[config.mk]
export PLATFORM = sky130hd
export DESIGN_NAME = output_unloader
export DESIGN_NICKNAME = d
export VERILOG_FILES = /design/src/rtl/output_unload_pkg.sv /design/src/rtl/byte_serializer.sv /design/src/rtl/output_unloader.sv
export SDC_FILE = /design/constraint.sdc
export NUM_CORES = 1
export LEC_CHECK = 0
export CAP_MARGIN = 5
export CORE_MARGIN = 10
export CORE_UTILIZATION = 60
export CTS_CLUSTER_DIAMETER = 80
export DETAILED_ROUTE_END_ITERATION = 8
export DONT_BUFFER_PORTS = 1
export MAX_ROUTING_LAYER = met4
export PLACE_DENSITY = 0.88
export SYNTH_ARGS = -nofsm -noshare
export SYNTH_HDL_FRONTEND = slang
export SYNTH_SLANG_ARGS = --single-unit
[constraint.sdc]
create_clock -name clock -period 5.57 [get_ports clock]
set_input_delay 0.8355 -clock clock [delete_from_list [all_inputs] [get_ports clock]]
set_output_delay 0.8355 -clock clock [all_outputs]
set_load 0.005 [all_outputs]
[src/rtl/output_unload_pkg.sv]
// ============================================================================
// output_unload_pkg : shared widths and FSM state type for the output unloader
// Rev 1.0
// ============================================================================
`default_nettype none

package output_unload_pkg;

  localparam int WORD_W         = 128;
  localparam int ADDR_W         = 16;
  localparam int PIX_W          = 8;
  localparam int BYTES_PER_WORD = 16;
  localparam int IDX_W          = 4;

  typedef enum logic [1:0] {
    IDLE   = 2'd0,
    FETCH  = 2'd1,
    STREAM = 2'd2,
    FINISH = 2'd3
  } unload_state_e;

endpackage

`default_nettype wire

[src/rtl/byte_serializer.sv]
// ============================================================================
// byte_serializer : 128-bit shift word emitted byte 0 first over valid/ready
// Rev 1.0
// ============================================================================
`default_nettype none

module byte_serializer
  import output_unload_pkg::*;
(
  input  logic              clock,
  input  logic              reset_n,
  input  logic              load,
  input  logic [WORD_W-1:0] load_word,
  input  logic              pix_ready,
  output logic [PIX_W-1:0]  pix_out,
  output logic              pix_valid,
  output logic              accept,
  output logic              last_accept,
  output logic              free
);

  logic [WORD_W-1:0] shift_q, shift_d;
  logic [IDX_W-1:0]  idx_q, idx_d;
  logic              valid_q, valid_d;

  assign accept      = valid_q && pix_ready;
  assign last_accept = accept && (idx_q == IDX_W'(BYTES_PER_WORD - 1));
  // A new word may be loaded when empty or when the final byte leaves this cycle
  assign free        = !valid_q || last_accept;
  assign pix_out     = shift_q[{idx_q, 3'b000} +: PIX_W];
  assign pix_valid   = valid_q;

  always_comb begin
    shift_d = shift_q;
    idx_d   = idx_q;
    valid_d = valid_q;
    if (load) begin
      shift_d = load_word;
      idx_d   = '0;
      valid_d = 1'b1;
    end else if (accept) begin
      if (last_accept) begin
        valid_d = 1'b0;
      end else begin
        idx_d = idx_q + IDX_W'(1);
      end
    end
  end

  always_ff @(posedge clock or negedge reset_n) begin
    if (!reset_n) begin
      shift_q <= '0;
      idx_q   <= '0;
      valid_q <= 1'b0;
    end else begin
      shift_q <= shift_d;
      idx_q   <= idx_d;
      valid_q <= valid_d;
    end
  end

endmodule

`default_nettype wire

[src/rtl/output_unloader.sv]
// ============================================================================
// output_unloader : reads output memory words and streams them as pixel bytes
// Optional OUTPUT_UNLOAD_CHECKSUM_EN adds a 16-bit running byte sum. Rev 1.0
// ============================================================================
`default_nettype none

module output_unloader
  import output_unload_pkg::*;
(
  input  logic              clock,
  input  logic              reset_n,
  input  logic              start,
  input  logic [ADDR_W-1:0] NumWords,
  input  logic [WORD_W-1:0] Output_ReadBus,
  output logic [ADDR_W-1:0] Output_ReadAddress,
  output logic [PIX_W-1:0]  PixelOut,
  output logic              PixelValid,
  input  logic              PixelReady,
  output logic              Busy,
`ifdef OUTPUT_UNLOAD_CHECKSUM_EN
  output logic [15:0]       Checksum,
`endif
  output logic              done
);

  unload_state_e     state_q, state_d;
  logic [ADDR_W-1:0] addr_q, addr_d;
  logic [ADDR_W-1:0] rem_q, rem_d;
  logic              iss_q, iss_d;
  logic              land_q, land_d;
  logic [WORD_W-1:0] pf_q, pf_d;
  logic              pf_valid_q, pf_valid_d;
  logic              busy_q, busy_d;
  logic              done_q, done_d;

  logic              ser_load;
  logic [WORD_W-1:0] ser_word;
  logic              ser_accept;
  logic              ser_last;
  logic              ser_free;

  byte_serializer u_ser (
    .clock       (clock),
    .reset_n     (reset_n),
    .load        (ser_load),
    .load_word   (ser_word),
    .pix_ready   (PixelReady),
    .pix_out     (PixelOut),
    .pix_valid   (PixelValid),
    .accept      (ser_accept),
    .last_accept (ser_last),
    .free        (ser_free)
  );

  // iss_q: address on the bus this cycle; land_q: its data on the bus this cycle.
  // At most one read is outstanding, so a landing word always has a free slot.
  always_comb begin
    state_d    = state_q;
    addr_d     = addr_q;
    rem_d      = rem_q;
    iss_d      = 1'b0;
    land_d     = iss_q;
    pf_d       = pf_q;
    pf_valid_d = pf_valid_q;
    busy_d     = busy_q;
    done_d     = 1'b0;
    ser_load   = 1'b0;
    ser_word   = Output_ReadBus;

    case (state_q)
      IDLE: begin
        if (start) begin
          busy_d = 1'b1;
          if (NumWords == '0) begin
            state_d = FINISH;
          end else begin
            addr_d  = '0;
            rem_d   = NumWords - ADDR_W'(1);
            iss_d   = 1'b1;
            state_d = FETCH;
          end
        end
      end

      FETCH, STREAM: begin
        if ((rem_q != '0) && !pf_valid_q && !iss_q && !land_q) begin
          iss_d  = 1'b1;
          addr_d = addr_q + ADDR_W'(1);
          rem_d  = rem_q - ADDR_W'(1);
        end
        if (ser_free) begin
          if (pf_valid_q) begin
            ser_load   = 1'b1;
            ser_word   = pf_q;
            pf_valid_d = 1'b0;
            state_d    = STREAM;
          end else if (land_q) begin
            ser_load = 1'b1;
            state_d  = STREAM;
          end else if (ser_last) begin
            if ((rem_q == '0) && !iss_q) begin
              state_d = FINISH;
              done_d  = 1'b1;
            end else begin
              state_d = FETCH;
            end
          end
        end else if (land_q) begin
          pf_d       = Output_ReadBus;
          pf_valid_d = 1'b1;
        end
      end

      FINISH: begin
        // Zero-length unloads arrive here without done raised yet
        if (done_q) begin
          state_d = IDLE;
          busy_d  = 1'b0;
        end else begin
          done_d = 1'b1;
        end
      end

      default: begin
        state_d = IDLE;
      end
    endcase
  end

  always_ff @(posedge clock or negedge reset_n) begin
    if (!reset_n) begin
      state_q    <= IDLE;
      addr_q     <= '0;
      rem_q      <= '0;
      iss_q      <= 1'b0;
      land_q     <= 1'b0;
      pf_q       <= '0;
      pf_valid_q <= 1'b0;
      busy_q     <= 1'b0;
      done_q     <= 1'b0;
    end else begin
      state_q    <= state_d;
      addr_q     <= addr_d;
      rem_q      <= rem_d;
      iss_q      <= iss_d;
      land_q     <= land_d;
      pf_q       <= pf_d;
      pf_valid_q <= pf_valid_d;
      busy_q     <= busy_d;
      done_q     <= done_d;
    end
  end

  assign Output_ReadAddress = addr_q;
  assign Busy               = busy_q;
  assign done               = done_q;

`ifdef OUTPUT_UNLOAD_CHECKSUM_EN
  logic [15:0] sum_q, sum_d;

  always_comb begin
    sum_d = sum_q;
    if ((state_q == IDLE) && start) begin
      sum_d = '0;
    end else if (ser_accept) begin
      sum_d = sum_q + {8'd0, PixelOut};
    end
  end

  always_ff @(posedge clock or negedge reset_n) begin
    if (!reset_n) begin
      sum_q <= '0;
    end else begin
      sum_q <= sum_d;
    end
  end

  assign Checksum = sum_q;
`endif

endmodule

`default_nettype wire

# ---- Word-level counts from Yosys, hierarchy flattened
# Index checks and enable logic that the tools add are counted.
dict set report op_classes {
  shift 1
  reduce_logical 28
  addsub 4
  eq_ne 11
  bitwise_logic 1
  muxes 46
}
# operator count
set ops {}
lappend ops {{$mux 128} 3}
lappend ops {{$shiftx 128x8->8} 1}
lappend ops {{$mux 16} 6}
lappend ops {{$pmux 16 s2} 2}
lappend ops {{$logic_not 16->1} 2}
lappend ops {{$sub 16x1->16 const B} 2}
lappend ops {{$mux 1} 20}
lappend ops {{$add 16x1->16 const B} 1}
lappend ops {{$mux 2} 8}
lappend ops {{$reduce_bool 16->1} 1}
lappend ops {{$mux 4} 3}
lappend ops {{$ne 2x2->1 const B} 6}
lappend ops {{$reduce_bool 2->1} 5}
lappend ops {{$reduce_and 4->1} 2}
lappend ops {{$logic_and 1x1->1} 6}
lappend ops {{$pmux 1 s2} 3}
lappend ops {{$pmux 2 s3} 1}
lappend ops {{$reduce_and 2->1} 3}
lappend ops {{$reduce_and 3->1} 2}
lappend ops {{$add 4x1->4 const B} 1}
lappend ops {{$eq 2x2->1 const B} 2}
lappend ops {{$eq 4x4->1 const B} 1}
lappend ops {{$logic_not 1->1} 4}
lappend ops {{$ne 4x3->1 const B} 1}
lappend ops {{5 further kinds} 5}
dict set report word_totals {
  wordCells 103
  register_bits 300
}

# ---- Logic depth before layout (Yosys ltp)
# Gate-level depths: netlist of the first run.
dict set report logic_depth {
  ltp_word 8
  depth_mapped 12
  ltp_nobuf 9
}

# ---- Cells and area by module
# A second synthesis of the first run with hierarchy kept.
dict set report hier_totals {
  cells_unflattened 1145
  hier_area_um2 15064.4
}
# mod n_inst cells_each area_each_um2 seq_area_each_um2
set modules_own_cells {}
lappend modules_own_cells {output_unloader 1 745 8944.8 4179.0}
lappend modules_own_cells {byte_serializer 1 400 6119.6 3328.2}

# ---- Worst setup path after synthesis of the first run
# Ideal clock, no wire load.
dict set report synth_path {
  path_type {register -> register}
  startpoint {register state_q[0]}
  endpoint {register rem_q[10]}
  setup_time_ns 0.123
  path_buffers 3
  setup_slack_ns 2.485
  required_ns 5.447
  t_arrival_ns 2.962
  stages_incl_launch_ff 13
  cell_sequence {dfrtp_1 > inv_1 > ha_1 > buf_2 > buf_2 > buf_1 > mux2i_1 > ha_1 > o221ai_1 > or2_1 > nor4b_1 > o21ai_1 > o221a_1}
}
dict set report synth_between {
  elab_chain_len 4
  elab_cells_between_ends 10
  cone_classes {eq/ne (5); mux (1); reduce/logical (4)}
}
# item line_no
set synth_rtl {}
lappend synth_rtl {{from (decl)} output_unloader.sv:26} ;# unload_state_e state_q, state_d;
lappend synth_rtl {{from (signal assigned)} output_unloader.sv:142} ;# state_q <= state_d;
lappend synth_rtl {{$eq 2x1->1 or $eq 2x2->1 (tied branches)} output_unloader.sv:70} ;# case (state_q)
lappend synth_rtl {{$reduce_or 2->1} output_unloader.sv:70}
lappend synth_rtl {{$ne 2x2->1 (no line) or $reduce_bool 2->1 (tied branches)} -}
lappend synth_rtl {{$reduce_and 4->1 (no line)} -}
lappend synth_rtl {{to (signal assigned)} output_unloader.sv:144} ;# rem_q <= rem_d;
lappend synth_rtl {{to (decl)} output_unloader.sv:28} ;# logic [ADDR_W-1:0] rem_q, rem_d;
# Parallel ways exist; a longest one is shown, timed or not.
# A chain may end at the register's enable or synchronous reset.

# ---- Final worst setup path of the first run
dict set report layout_path {
  startpoint {register u_ser.idx_q[0]}
  endpoint {output port PixelOut[0]}
}
dict set report layout_between {
  elab_chain_len 1
}
# item line_no
set layout_rtl {}
lappend layout_rtl {{from (decl)} byte_serializer.sv:23} ;# logic [IDX_W-1:0] idx_q, idx_d;
lappend layout_rtl {{from (signal assigned)} byte_serializer.sv:57} ;# idx_q <= idx_d;
lappend layout_rtl {{$shiftx 128x8->8} byte_serializer.sv:30} ;# assign pix_out = shift_q[{idx_q, 3'b000} +: PIX_W];
lappend layout_rtl {{to (decl)} output_unloader.sv:16} ;# output logic [PIX_W-1:0] PixelOut,
# No other way between the ends.

==> results of run 1 <==
-- routing by layer --
| metal | wire length, um | global-route usage | share of wire |
|---|---|---|---|
| met2 | 17000 | 0.383 | 0.47 |
| met3 | 3980 | 0.0857 | 0.11 |
| met1 | 13900 | 0.309 | 0.39 |
| met4 | 1080 | 0.0603 | 0.030 |
| met5 | 0 | - | 0 |
-- worst max path at each step --
stage | endpoint | slack [ns] | depth (start not counted)
floorplan | rem_q[10] | 2.49 | 12
global placement | Output_ReadAddress[9] | 2.28 | 7
detailed placement | Output_ReadAddress[6] | 2.16 | 10
CTS | PixelOut[0] | 1.85 | 3
global route | PixelOut[0] | 1.75 | 3
finish | PixelOut[0] | 1.92 | 3
-- layout by cell type (no fill, tap or decap), drive strengths merged, types with 10 or more instances in the layout --
cell type | synthesis | routed
a21oi | 20 | 20
a22o | 10 | 10
buf | 19 | 10
clkbuf | 76 | 38
dfrtp | 300 | 300
mux2 | 132 | 132
mux4 | 40 | 40
nand2 | 171 | 171
nand3 | 17 | 17
nor2 | 30 | 30
nor3 | 17 | 17
nor4 | 11 | 11
o21ai | 156 | 156
o22ai | 128 | 128
-- where the power goes --
group	internal [uW]	switching [uW]	total, uW
logic	1730	1930	3660
registers	3260	865	4130
clock network	1210	880	2090
-- logic make-up after synthesis --
family,Yosys count,share of synthesized area
mux,177,0.175
fa+ha+maj,6,0.00540
buf+inv,104,0.0296
xor+xnor,14,0.00882
compound gates,350,0.151
flops,300,0.540
simple gates,282,0.0901
-- area by class of cell --
cell class | count | area share
sequential | 300 | 0.498
antenna | 2 | 0.000332
tap | 285 | 0.0237
clock buffer | 38 | 0.0558
timing repair buffer | 10 | 0.00664
inverter | 9 | 0.00241
multi-input combinational | 829 | 0.399
clock inverter | 17 | 0.0134
-- sequential cells by signal (all words and copies together) (netlist names) --
register            flops
Busy                    1
Output_ReadAddress     16
done                    1
iss_q                   1
land_q                  1
pf_q                  128
pf_valid_q              1
rem_q                  16
state_q                 2
u_ser.idx_q             4
u_ser.pix_valid         1
u_ser.shift_q         128
-- worst register-to-register path, stage by stage, from the launching register on --
cell and delay [ns]:
sky130_fd_sc_hd__dfrtp_1 0.40, sky130_fd_sc_hd__inv_1 0.06, sky130_fd_sc_hd__ha_1 0.30, sky130_fd_sc_hd__buf_4 0.31
sky130_fd_sc_hd__nor4b_2 0.30, sky130_fd_sc_hd__a21boi_1 0.15, sky130_fd_sc_hd__a211oi_2 0.69, sky130_fd_sc_hd__or2_1 0.48
sky130_fd_sc_hd__buf_4 0.37, sky130_fd_sc_hd__o21ai_1 0.13, sky130_fd_sc_hd__a22o_1 0.19
-- stage by stage --
step                std cells  power [uW]
finish                   1490        9880
CTS                      1488        9860
detailed placement       1433        7720
global placement         1433        7500
floorplan                1233        6720
global route             1490       10400
==> impl.org, run 1 <==
** Outcome
- The flow ran to the end, but the final reports show violations.
- The final reports fail on hold timing.

** Yosys
- The commonest cells after synthesis are 300 x sky130_fd_sc_hd__dfrtp_1, 171 x sky130_fd_sc_hd__nand2_1, 139 x sky130_fd_sc_hd__o21ai_0.
- The number of nets in the synthesized netlist is 1,387.
- sky130_fd_sc_hd__dfrtp_1 is the most common cell in the netlist.
- sky130_fd_sc_hd__dfrtp_1 takes more of the synthesized area than any other cell.
- Sequential element share of the synthesized area :: 0.540
- For this run, the number of Yosys warnings is 0.
- In the synthesized netlist, the number of instances is 1,233.
- Cell area after synthesis :: 0.0139 mm2
- Yosys top cell area share :: 0.540
- Most area-consuming cells after synthesis :: sky130_fd_sc_hd__dfrtp_1 54%, sky130_fd_sc_hd__mux2_2 11%, sky130_fd_sc_hd__mux4_2 6.5%
- In this run the mean area of a mapped cell was 11.3 um2.
- The most used flip-flop cell after synthesis is sky130_fd_sc_hd__dfrtp_1.
- Yosys mapped the design onto 56 distinct sky130hd cell types.
- After synthesis the netlist holds a flip-flop and latch count of 300.
- Async SR Flop Fraction :: 1.00
- Number of flops mapped to enable cells by yosys :: 0

** Clock network
- CTS resizes :: 0
- Total setup buffers inserted after CTS :: 0
- Buffers inserted during clock tree synthesis total 30.
- Clock sink total :: 300
- In this run the number of H-tree levels came out at 1.
- CTS tree :: yes
- The clock reaches the later pin of the worst-skew pair after 0.57 ns.
- Counting along the longest clock path gives a buffer depth of 3.
- CTS root buffer :: sky130_fd_sc_hd__clkbuf_16
- Clock-pin transition on the worst setup and hold timing paths :: 0.06 ns

** GRT
- Global routing finished with a remaining overflow of 0.
- First-pass GRT wire length :: 56.6 mm
- Vias in the first global route :: 10,100
- For this run, the total global-route usage over all layers was measured as 0.248.
- Pin count of the biggest net entering global routing :: 301
- The number of antenna violations at the first check in global routing was 2.

** Routing
- For this run, design rule violations remaining after detail routing come to 0.
- Final antenna-violating net count :: 0
- The pre-antenna-repair detailed-routing pass consisted of 5 iterations.
- Starting DRT DRC Count :: 1,049
- In the final routed layout, each cell accounts on average for 24.1 um.
- The routed design has 36.0 mm of wire.
- Post-detailed-route via-to-cell ratio :: 6.76
- The detailed router placed 10,100 vias in this run.

** Place
- Hpwl dp :: 23.9 mm
- Weighted congestion reported at the end of routability-driven placement :: 0.866
- Timing analysis after detailed placement gives a worst setup slack of 2.16 ns.
- Placed Instance Area :: 0.0140 mm2
- Buffers placed on the I/O ports in this run total 0.

** Setup path
- Walking the worst path, the cells encountered are buf_4, mux4_2, mux4_2.
- On the worst path, the slowest cell contributes a delay of 0.66 ns.
- The critical path is of the reg -> out type.
- CP max stage cell :: sky130_fd_sc_hd__dfrtp_2
- Buf+Inv Stages, Crit Path :: 1
- Crit path arrival time :: 2.82 ns
- The cell that appears most often on the critical path is sky130_fd_sc_hd__mux4_2.
- Nature of the critical path endpoint :: primary output
- Worst r2r dst :: Output_ReadAddress[6]
- Setup slack of the most critical reg-to-reg path :: 2.07 ns
- In this run the worst path has a maximum fanout of 21.
- Number of cells on the worst reg-to-reg path :: 10
- Data required time of the critical path :: 4.73 ns
- Origin of the worst setup path :: u_ser.idx_q[0]
- STA classifies the critical path startpoint as a flop.
- Broken down by cell family, the worst path's largest delay share belongs to multiplexers.
- Worst r2r src :: state_q[0]

** Finish
- Of the cells placed in the final design, the portion with a size suffix greater than 1 is 0.210.
- Final layout net count :: 1,334
- Number of inserted filler cells in the final layout :: 1,606
- In the final layout, the multi-input gates occupy 0.00602 mm2.
- Area added between synthesis and finish :: 8.34%
- Non-Filler Cell Area, Final :: 0.0151 mm2
- Once layout is complete, the utilization of the core stands at 0.664.
- Summing all flip-flop and latch instances after layout gives 0.00751 mm2.

** STA
- Setup violations remaining at the end of the flow were counted as 0.
- Final hold violations :: 4
- Minimum clock period after layout :: 3.65 ns
- PnR worst setup slack :: 1.92 ns
- For the final routed database, the setup TNS stands at 0 ns.
- Based on the critical path, the design can be clocked at up to 0.274 GHz.
- The count of pins over their slew limit was 0.
- Unrepaired setup endpoints after global routing :: false
- Worst slew margin :: 0.296
- Share of the cycle needed by the critical path after routing :: 0.656
- Clock skew on the completed layout was measured at 0.0256 ns.
- Across all hold checks on the routed design, the worst slack comes to -0.00731 ns.
- Worst-margin pin slew :: 1.06 ns

** Floorplanning
- The region available for standard cell placement spans 0.0227 mm2.
- For this configuration, the core starts out at a cell density of 0.612.
- The die is 172 um wide.
- Die span in y :: 172 um
- Row count :: 55
- IO Count :: 175
- Die area :: 0.0297 mm2

** Pwr
- Power spread over the standard cell area amounts to 656 mW/mm2.
- Largest voltage drop on the vdd net :: 0.000398 V
- Leakage power summed over all cells :: 0.00628 uW

** Run
- Max cap viols :: 0

** Worst hold path
- The worst hold path belongs to the class in -> async.
Note: power is estimated with default switching activity, not from simulation.
==> inputs of run 2 (changes only) <==
--- a/config.mk
+++ b/config.mk
@@ -7,7 +7,7 @@
 export LEC_CHECK = 0
 export CAP_MARGIN = 5
 export CORE_MARGIN = 10
-export CORE_UTILIZATION = 60
+export CORE_UTILIZATION = 58
 export CTS_CLUSTER_DIAMETER = 80
 export DETAILED_ROUTE_END_ITERATION = 8
 export DONT_BUFFER_PORTS = 1
==> constraint.sdc (replaced) <==
create_clock -name clock -period 3.25 [get_ports clock]
set_input_delay 0.4875 -clock clock [delete_from_list [all_inputs] [get_ports clock]]
set_output_delay 0.4875 -clock clock [all_outputs]
set_load 0.005 [all_outputs]
==> run 2 against run 1 <==
- the run still ends with hold timing left
- sequential share of layout area down 0.66 points
- utilization down 1.5 points
- register-to-register slack lost 1.7 ns
- clock power is 71% higher
- clock-buffer cell count grew 5
- sequential power up 64%
- global-route usage is 1.2 points lower
- flip-flop and latch count unchanged
- critical path depth is 6 higher
==> impl.org, run 2 (same netlist as run 1, synthesis figures left out) <==
** Outcome
- Result of the run :: complete, but fails checks
- Failing checks :: hold timing

** Routing
- Total vias in the final route :: 9,965 (-1.1%)
- The via-per-instance ratio came to 6.49 (-4.0%).
- TritonRoute pass-1 iters :: 5 (unchanged)
- The number of DRC violations after detailed routing is 0 (unchanged).
- Starting DRT DRC Count :: 892 (-15%)
- Final antenna-violating net count :: 0 (unchanged)
- The routed length per instance came to 23.1 um (-4.1%).
- Routed Wire Length :: 35.5 mm (-1.2%)

** Place
- The routability congestion estimate came to 0.907 (+4.8%).
- Placed Instance Area :: 0.0142 mm2 (+1.6%)
- The post-DP HPWL is 24.1 mm (+1.1%).
- Buffers added on ports :: 0 (unchanged)
- The worst slack at placement is 0.282 ns (-1.88 ns).

** Clock network
- Clock buffers created by TritonCTS :: 30 (unchanged)
- The deepest level of the CTS H-tree was 1 (unchanged).
- Clock sink total :: 300 (unchanged)
- The root buffer cell chosen for the clock tree is sky130_fd_sc_hd__clkbuf_16.
- CTS tree :: yes
- The number of setup buffers added after CTS is 0 (unchanged).
- Skew-Pair Late Insertion Delay :: 0.56 ns (about the same)
- The clock transition at the register clock pins on the worst setup and hold paths after CTS came to 0.07 ns (about the same).
- Largest buffer count on any clock path :: 3 (unchanged)

** STA
- The worst-margin pin slew was 0.783 ns (-0.273 ns).
- Subtracting the final worst setup slack from the clock period gives 2.92 ns.
- The count of pins over their slew limit was 0 (unchanged).
- Unrepaired setup endpoints after global routing :: false
- Final hold violations :: 300 (+296)
- TNS Setup :: 0 ns (unchanged)
- The worst setup skew after layout was 0.0269 ns (+0.00128 ns).
- Worst slack on hold paths :: -0.368 ns (-0.361 ns)
- PnR worst setup slack :: 0.331 ns (-1.59 ns)
- Of the available clock period, the critical path in the final layout requires 0.898.
- The max-slew headroom at the worst pin is 0.473 (+0.177).
- Based on the critical path, the design can be clocked at up to 0.343 GHz.
- The final setup violation count came to 0 (unchanged).

** Setup path
- Kind of critical path :: reg -> reg
- Origin of the worst setup path :: state_q[0]
- Worst r2r src :: state_q[0]
- Crit path arrival time :: 3.35 ns (+0.53 ns)
- The maximum fanout count along the critical path was 12 (-43%).
- Largest incremental delay on the critical path :: 0.53 ns (-0.13 ns)
- Buf+Inv Stages, Crit Path :: 2 (+1)
- In this design, the largest share of critical-path delay is due to simple AND/OR/NAND/NOR gates.
- Nature of the critical path endpoint :: flop
- STA classifies the critical path startpoint as a flop.
- Critical-path cell list :: inv_1, ha_1, nor4b_2, a21boi_1, a211oi_2, nor2_2, buf_4, a21oi_1, o221a_1
- The data required time at the worst endpoint is 3.68 ns (-1.05 ns).
- On the critical path, the stage with the largest delay is an instance of sky130_fd_sc_hd__ha_1.

** Finish
- Area used by multi-input combinational logic :: 0.00602 mm2 (about the same)
- Sequential cell area :: 0.00751 mm2 (unchanged)
- The count of fill cells added during filler insertion is 1,704 (+6.1%).
- The fraction of layout instances using a drive strength above 1 came to 0.215 (+0.00515).
- Most common cell after layout, fill and taps aside :: sky130_fd_sc_hd__dfrtp_1
- Area added between synthesis and finish :: 9.79%
- The library cells used most frequently in the layout, excluding fill and tap cells, are 299 x sky130_fd_sc_hd__dfrtp_1, 171 x sky130_fd_sc_hd__nand2_1, 139 x sky130_fd_sc_hd__o21ai_0.
- Final layout net count :: 1,350 (+1.2%)
- The post-route standard cell area excluding fillers is 0.0153 mm2 (+1.3%).
- The largest registers in the layout are pf_q (128), u_ser.shift_q (128).
- The number of diodes added for antenna fixing came to 0 (-2).

** Pwr
- Largest voltage drop on the vdd net :: 0.000669 V (+68%)
- The leakage power summed over all cells is 0.00637 uW (+1.5%).
- The clock group share of total power was 0.209 (-0.003).
- Seq pwr share :: 0.396 (-0.022)
- Net Sw Power :: 6190 uW (+68%)
- The combinational fraction of design power came to 0.394 (+0.024).
- The ratio of total power to cell area was 1120 mW/mm2 (+71%).
- The switching portion of total power is 0.362 (-0.0101).
- Cell Int Power :: 10,900 uW (+76%)

** Floorplanning
- Die extent in x :: 175 um (+1.5%)
- The floorplan core area is 0.0235 mm2 (+3.7%).
- The floorplan die area is 0.0306 mm2 (+3.0%).
- Row count :: 56 (+1.8%)
- The die outline height came to 175 um (+1.5%).
- Initial cell density of the core :: 0.591 (-0.0217)
- IO Count :: 175 (unchanged)

** GRT
- Pin count of the biggest net entering global routing :: 301 (unchanged)
- The overall track demand over capacity in global routing is 0.235 (-0.0123).
- Grt total ovfl :: 0 (unchanged)
- The global-route wire length before repair came to 56.7 mm (+0.16%).
- The number of antenna violations at the first check in global routing came to 0 (-2).
- The via count of the first global-routing pass is 10,200 (+0.92%).

** Run
- Max cap viols :: 0 (unchanged)

** Worst hold path
- In this run the worst hold path is classified as in -> async.
run 2: cell count changes in the layout (fill, tap and decap cells not counted), moves of 2 or more:
cell and delta:
sky130_fd_sc_hd__clkbuf_1 +5, sky130_fd_sc_hd__clkinv_2 -5, sky130_fd_sc_hd__diode_2 -2, sky130_fd_sc_hd__buf_4 +11, sky130_fd_sc_hd__buf_12 +5, sky130_fd_sc_hd__clkinvlp_4 -3
run 2: worst paths after layout:
kind / to / slack [ns] / cells after the start
worst max-delay path: rem_q[12] / 0.33 / 9
worst min-delay path: pf_q[11] / -0.37 / 0
worst max register to register: rem_q[12] / 0.33 / 9
worst min register to register: land_q / 0.43 / 0
max in group asynchronous: u_ser.idx_q[0] / 3.07 / 0
min in group clock: pf_q[73] / 0.07 / 1
run 2: through the flow:
step / power (uW) / cells / utilization
3_5_place_dp: 13500 / 1483 / 0.605
6_report: 17100 / 1535 / 0.649
2_1_floorplan: 11500 / 1233 / -
4_1_cts: 17100 / 1535 / 0.648
3_3_place_gp: 13000 / 1483 / 0.605
5_1_grt: 18100 / 1535 / 0.649
run 2: layout make-up:
class,count,share of cell area
Clock inverter,9,0.0106
Multi-Input combinational cell,829,0.394
Sequential cell,300,0.492
Clock buffer,43,0.0563
Tap cell,319,0.0261
Timing Repair Buffer,26,0.0185
Inverter,9,0.00238
run 2: timing repair:
item                                   CTS  global route
setup endpoints to repair                0             3
gates resized for setup                  0             1
endpoints found under the hold margin  300           300
run 2: layer usage:
metal  track usage  vias up  wire length, um
met5             -        -                0
met4        0.0615        0              837
met3        0.0795       51             3390
met2         0.382      332            17500
met1         0.277     5075            13800
li1              -     4507                -
run 2: power by group through the flow:
stage	Combinational, uW	Clock, uW	Sequential, uW
detailed placement	6720	0	6780
global placement	6410	0	6630
CTS	6750	3630	6740
floorplan	5170	0	6350
finish	6750	3580	6780
global route	7380	3790	6970
==> RTL change 1, RTL diff (flow settings as in run 2) <==
The option `OUTPUT_UNLOAD_CHECKSUM_EN` is turned on by a define.
--- a/src/rtl/output_unloader.sv
+++ b/src/rtl/output_unloader.sv
@@ -4,4 +4,6 @@
 // ============================================================================
 `default_nettype none
+
+`define OUTPUT_UNLOAD_CHECKSUM_EN
 
 module output_unloader
Formal check against the unedited RTL (old outputs only; new: Checksum): same outputs for any inputs over 4 cycles, from zero or initial values and one cycle with reset_n low; that may be too few to reach the edited logic, so the function may still have changed.
==> RTL change 1 against run 2 <==
Power rose by 20%; area after synthesis rose by 13%; design area rose by 16%; sequential cell count rose by 16; utilization rose by 0.82 points; sequential share of layout area fell by 4.3 points; routed wire length rose by 28%; synthesized cell count rose by 17%; count of clock-buffer cells in the layout rose by 2; the run ends with hold timing, setup timing left; setup slack got worse by 0.36 ns.
==> RTL change 1: results (changes against run 2) <==
Status: complete, but fails checks (unchanged)
Post-synthesis sequential area ratio: 50.1% (was 54.0%)
Failing checks: hold timing, setup timing (was hold timing)
Multi-input combinational cell area: 7570 um2 (was 6020 um2)
Vias per std cell: 6.95 (was 6.49)
Routed length on met3: 5240 um (was 3390 um)
Register Area: 7920 um2 (was 7510 um2)
GRT Util Overall: 27.2% (was 23.5%)
1st-pass router iterations: 6 (was 5)
H-tree levels: 2 (was 1)
Hold WS: -0.310 ns (was -0.368 ns)
Clk power: 3.66 mW (was 3.58 mW)
Number of clock sinks: 316 (was 300)
Placed insts: 1725 (was 1483)
Nets@finish: 1594 (was 1350)
Gpl congestion: 0.922 (was 0.907)
Setup WS post-layout: -0.0295 ns (was 0.331 ns)
Syn Inst Count: 1439 (was 1233)
Top cells by count, synth: dfrtp_1 (316), o21ai_0 (164), mux2_2 (130), a22oi_1 (128), nand2_1 (111) (was dfrtp_1 (300), nand2_1 (171), o21ai_0 (139), mux2_2 (132), o22ai_1 (128))
Vias in the first global route: 12500 (was 10200)
Filler-free cell count of the finished design: 1795 (was 1535)
Met2 Usage GRT: 42.0% (was 38.2%)
Leak: 7.07 nW (was 6.37 nW)
Routed wire length on met2: 21800 um (was 17500 um)
Area contributors post-synth: dfrtp_1 (50%), mux2_2 (9.3%), a22oi_1 (6.1%) (was dfrtp_1 (54%), mux2_2 (11%), mux4_2 (6.5%))
Logic inverters: 11 (was 9)
Dpl hpwl: 30700 um (was 24100 um)
Crit Path Max Fanout: 11 (was 12)
Hold Violations, Final: 316 (was 300)
Clkbuf count: 45 (was 43)
CTS buffer count: 34 (was 30)
Layout non-clock buf frac: 3.73% (was 1.85%)
Final setup viols: 5 (was 0)
Pre-CTS setup slack: -0.132 ns (was 0.282 ns)
Pint: 12.4 mW (was 10.9 mW)
First-pass GRT wire length: 71500 um (was 56700 um)
Setup_tns: -0.0957 ns (was 0 ns)
# resized after CTS: 5 (was 0)
Worst Setup SP: u_ser.idx_q[0] (was state_q[0])
Placed cell areas: 16400 um2 (was 14200 um2)
Detailed Route Iter0 Violations: 1684 (was 892)
Diode count: 1 (was 0)
Grt met3 use: 9.35% (was 7.95%)
Reg-to-reg endpoint: Checksum[14] (was rem_q[12])
Buffers, non-clock: 71 (was 26)
Worst slew pin tran: 0.957 ns (was 0.783 ns)
Area Overhead vs Synth: 11.9% (was 9.79%)
FILL cells: 1962 (was 1704)
Met1 wire length: 16700 um (was 13800 um)
Largest net degree at the start of global routing: 317 (was 301)
WP data arrival: 3.65 ns (was 3.35 ns)
Layout cells sized above 1: 22.4% (was 21.5%)
R2R cell count: 12 (was 9)
Flop+latch power: 7.07 mW (was 6.78 mW)
P_comb: 9.79 mW (was 6.75 mW)
-- RTL change 1: cell types whose count changed after synthesis, moves of 18 or more --
cell / before / now
a31oi_1: 2 / 75
nor2b_1: 5 / 80
a22oi_1: 1 / 128
clkbuf_1: 76 / 94
nand2_1: 171 / 111
o21ai_0: 139 / 164
o22ai_1: 128 / 0
-- RTL change 1: worst max-delay path, cell delays in order, from the launching register on --
cell and delay, ns:
dfrtp_2 0.41, buf_12 0.15, mux4_2 0.52, mux4_2 0.53
ha_4 0.19, fa_2 0.37, a21oi_4 0.17, o211ai_1 0.14
o41ai_2 0.22, buf_4 0.18, nor3b_2 0.05, xnor2_1 0.13
nor2_1 0.06
-- RTL change 1: cells by family (layout without fill, tap and decap cells) --
group	Yosys count	after routing	synth area share (%)
adders and majority gates	15	15	1.24
and+or+nand+nor	328	328	10.6
other	0	1	0
DFF	316	316	50.1
xor gates and xnor gates	19	19	1.06
muxes	173	173	15.2
AOI/OAI and AO/OA	462	462	18.7
buffers and inverters	126	140	3.06
==> RTL change 2, RTL diff (settings of run 2) <==
Made on the original files. `pf_q` no longer has a reset.
--- a/src/rtl/output_unloader.sv
+++ b/src/rtl/output_unloader.sv
@@ -135,5 +135,4 @@
       iss_q      <= 1'b0;
       land_q     <= 1'b0;
-      pf_q       <= '0;
       pf_valid_q <= 1'b0;
       busy_q     <= 1'b0;
@@ -145,9 +144,12 @@
       iss_q      <= iss_d;
       land_q     <= land_d;
-      pf_q       <= pf_d;
       pf_valid_q <= pf_valid_d;
       busy_q     <= busy_d;
       done_q     <= done_d;
     end
+  end
+
+  always_ff @(posedge clock) begin
+    pf_q <= pf_d;
   end
 
Check against the original RTL: same outputs for any inputs over 4 cycles, from zero or initial values and one cycle with reset_n low; that may be too few to reach the edited logic, so the function may still have changed.
==> RTL change 2 against run 2 <==
The run still ends with hold timing left; via count shrank 1.5%; routed wire length grew 6.0%; utilization grew 3.4 points; sequential cell count is the same; cell count shrank 5.3%; setup slack lost 0.13 ns; area after synthesis shrank 5.0%; design area grew 0.64%; power shrank 8.4%; critical path type is now reg2out; largest cell class unchanged; highest routed layer unchanged.
==> RTL change 2: results (changes against run 2) <==
Status: complete, but fails checks (unchanged)
Failing checks: hold timing (unchanged)
Leak: 5.92 nW (was 6.37 nW)
Vias per std cell: 6.75 (was 6.49)
Cell family with most CP delay: multiplexers (was simple AND/OR/NAND/NOR gates)
Pre-CTS setup slack: 0.293 ns (was 0.282 ns)
Number of library cell types mapped by synthesis: 66 (was 56)
Placed insts: 1319 (was 1483)
Hold Violations, Final: 172 (was 300)
Vias in the first global route: 10000 (was 10200)
Filler-free cell count of the finished design: 1454 (was 1535)
Placed cell areas: 13600 um2 (was 14200 um2)
Crit Path Max Fanout: 24 (was 12)
Slowest CP cell: mux4_2 (was ha_1)
Worst slew margin: 35.0% (was 47.3%)
Layout cells sized above 1: 12.2% (was 21.5%)
Top cells by count, synth: dfrtp_1 (172), nand2_1 (153), o21ai_0 (145), o22ai_1 (131), edfxtp_1 (128) (was dfrtp_1 (300), nand2_1 (171), o21ai_0 (139), mux2_2 (132), o22ai_1 (128))
Dpl hpwl: 22700 um (was 24100 um)
Largest net degree at the start of global routing: 173 (was 301)
WP data arrival: 2.57 ns (was 3.35 ns)
First-pass GRT wire length: 58600 um (was 56700 um)
EDFF count, synth: 128 (was 0)
GRT Util Overall: 26.3% (was 23.5%)
Post-synthesis sequential area ratio: 61.6% (was 54.0%)
Fraction of registers with async set/reset: 57.3% (was 100%)
Syn Inst Count: 1092 (was 1233)
WL/cell: 25.9 um (was 23.1 um)
Worst Skew: 0.0247 ns (was 0.0269 ns)
Hold WS: -0.363 ns (was -0.368 ns)
[RTL change 2: layer usage]
metal	routed length, um	GRT usage [%]	up-vias	part of all wire, %
met4	1490	9.75	0	4.0
met2	18900	42.7	518	50
met1	13800	31.7	4895	37
met3	3440	6.15	101	9.1
li1	-	-	4301	-
met5	0	-	-	0
[RTL change 2: final cells by class]
| class | count | area (um2) | share of cell area (%) |
|---|---|---|---|
| clock inverter | 18 | 204 | 1.33 |
| tap | 285 | 357 | 2.32 |
| sequential | 300 | 8150 | 53.0 |
| clock buffer | 37 | 797 | 5.19 |
| multi-input combinational | 696 | 4730 | 30.8 |
| timing repair buffer | 105 | 1080 | 7.00 |
| inverter | 13 | 51.3 | 0.334 |
[RTL change 2: power by group]
group          leakage [nW]  total, mW  switching, mW  internal, mW
clock network         0.494       3.55           1.49          2.06
registers              3.35       6.25          0.892          5.36
logic                  2.07       5.88           3.54          2.34
[RTL change 2: kinds of logic after synthesis]
group,synth area share [%]
AO/OA/AOI/OAI,16.7
flip-flops,61.6
AND/OR/NAND/NOR,9.60
buffers and inverters,2.93
multiplexers,8.07
XOR/XNOR,0.464
adder cells (fa/ha/maj),0.568
[RTL change 2: repair_timing]
item	in CTS	in global routing
hold endpoints to repair	252	172
gates resized for setup	0	1
setup endpoints to repair	0	1
[RTL change 2: final timing paths]
path / startpoint / end / slack [ns] / cells after the start
max in group asynchronous: reset_n / u_ser.shift_q[39] / 3.32 / 0
worst max-delay path: u_ser.idx_q[0] / PixelOut[5] / 0.20 / 3
worst max register to register: state_q[1] / Output_ReadAddress[9] / 0.30 / 8
worst min register to register: iss_q / land_q / 0.41 / 0
min in group clock: Output_ReadBus[90] / pf_q[90] / 0.02 / 0
worst min-delay path: reset_n / rem_q[12] / -0.36 / 0
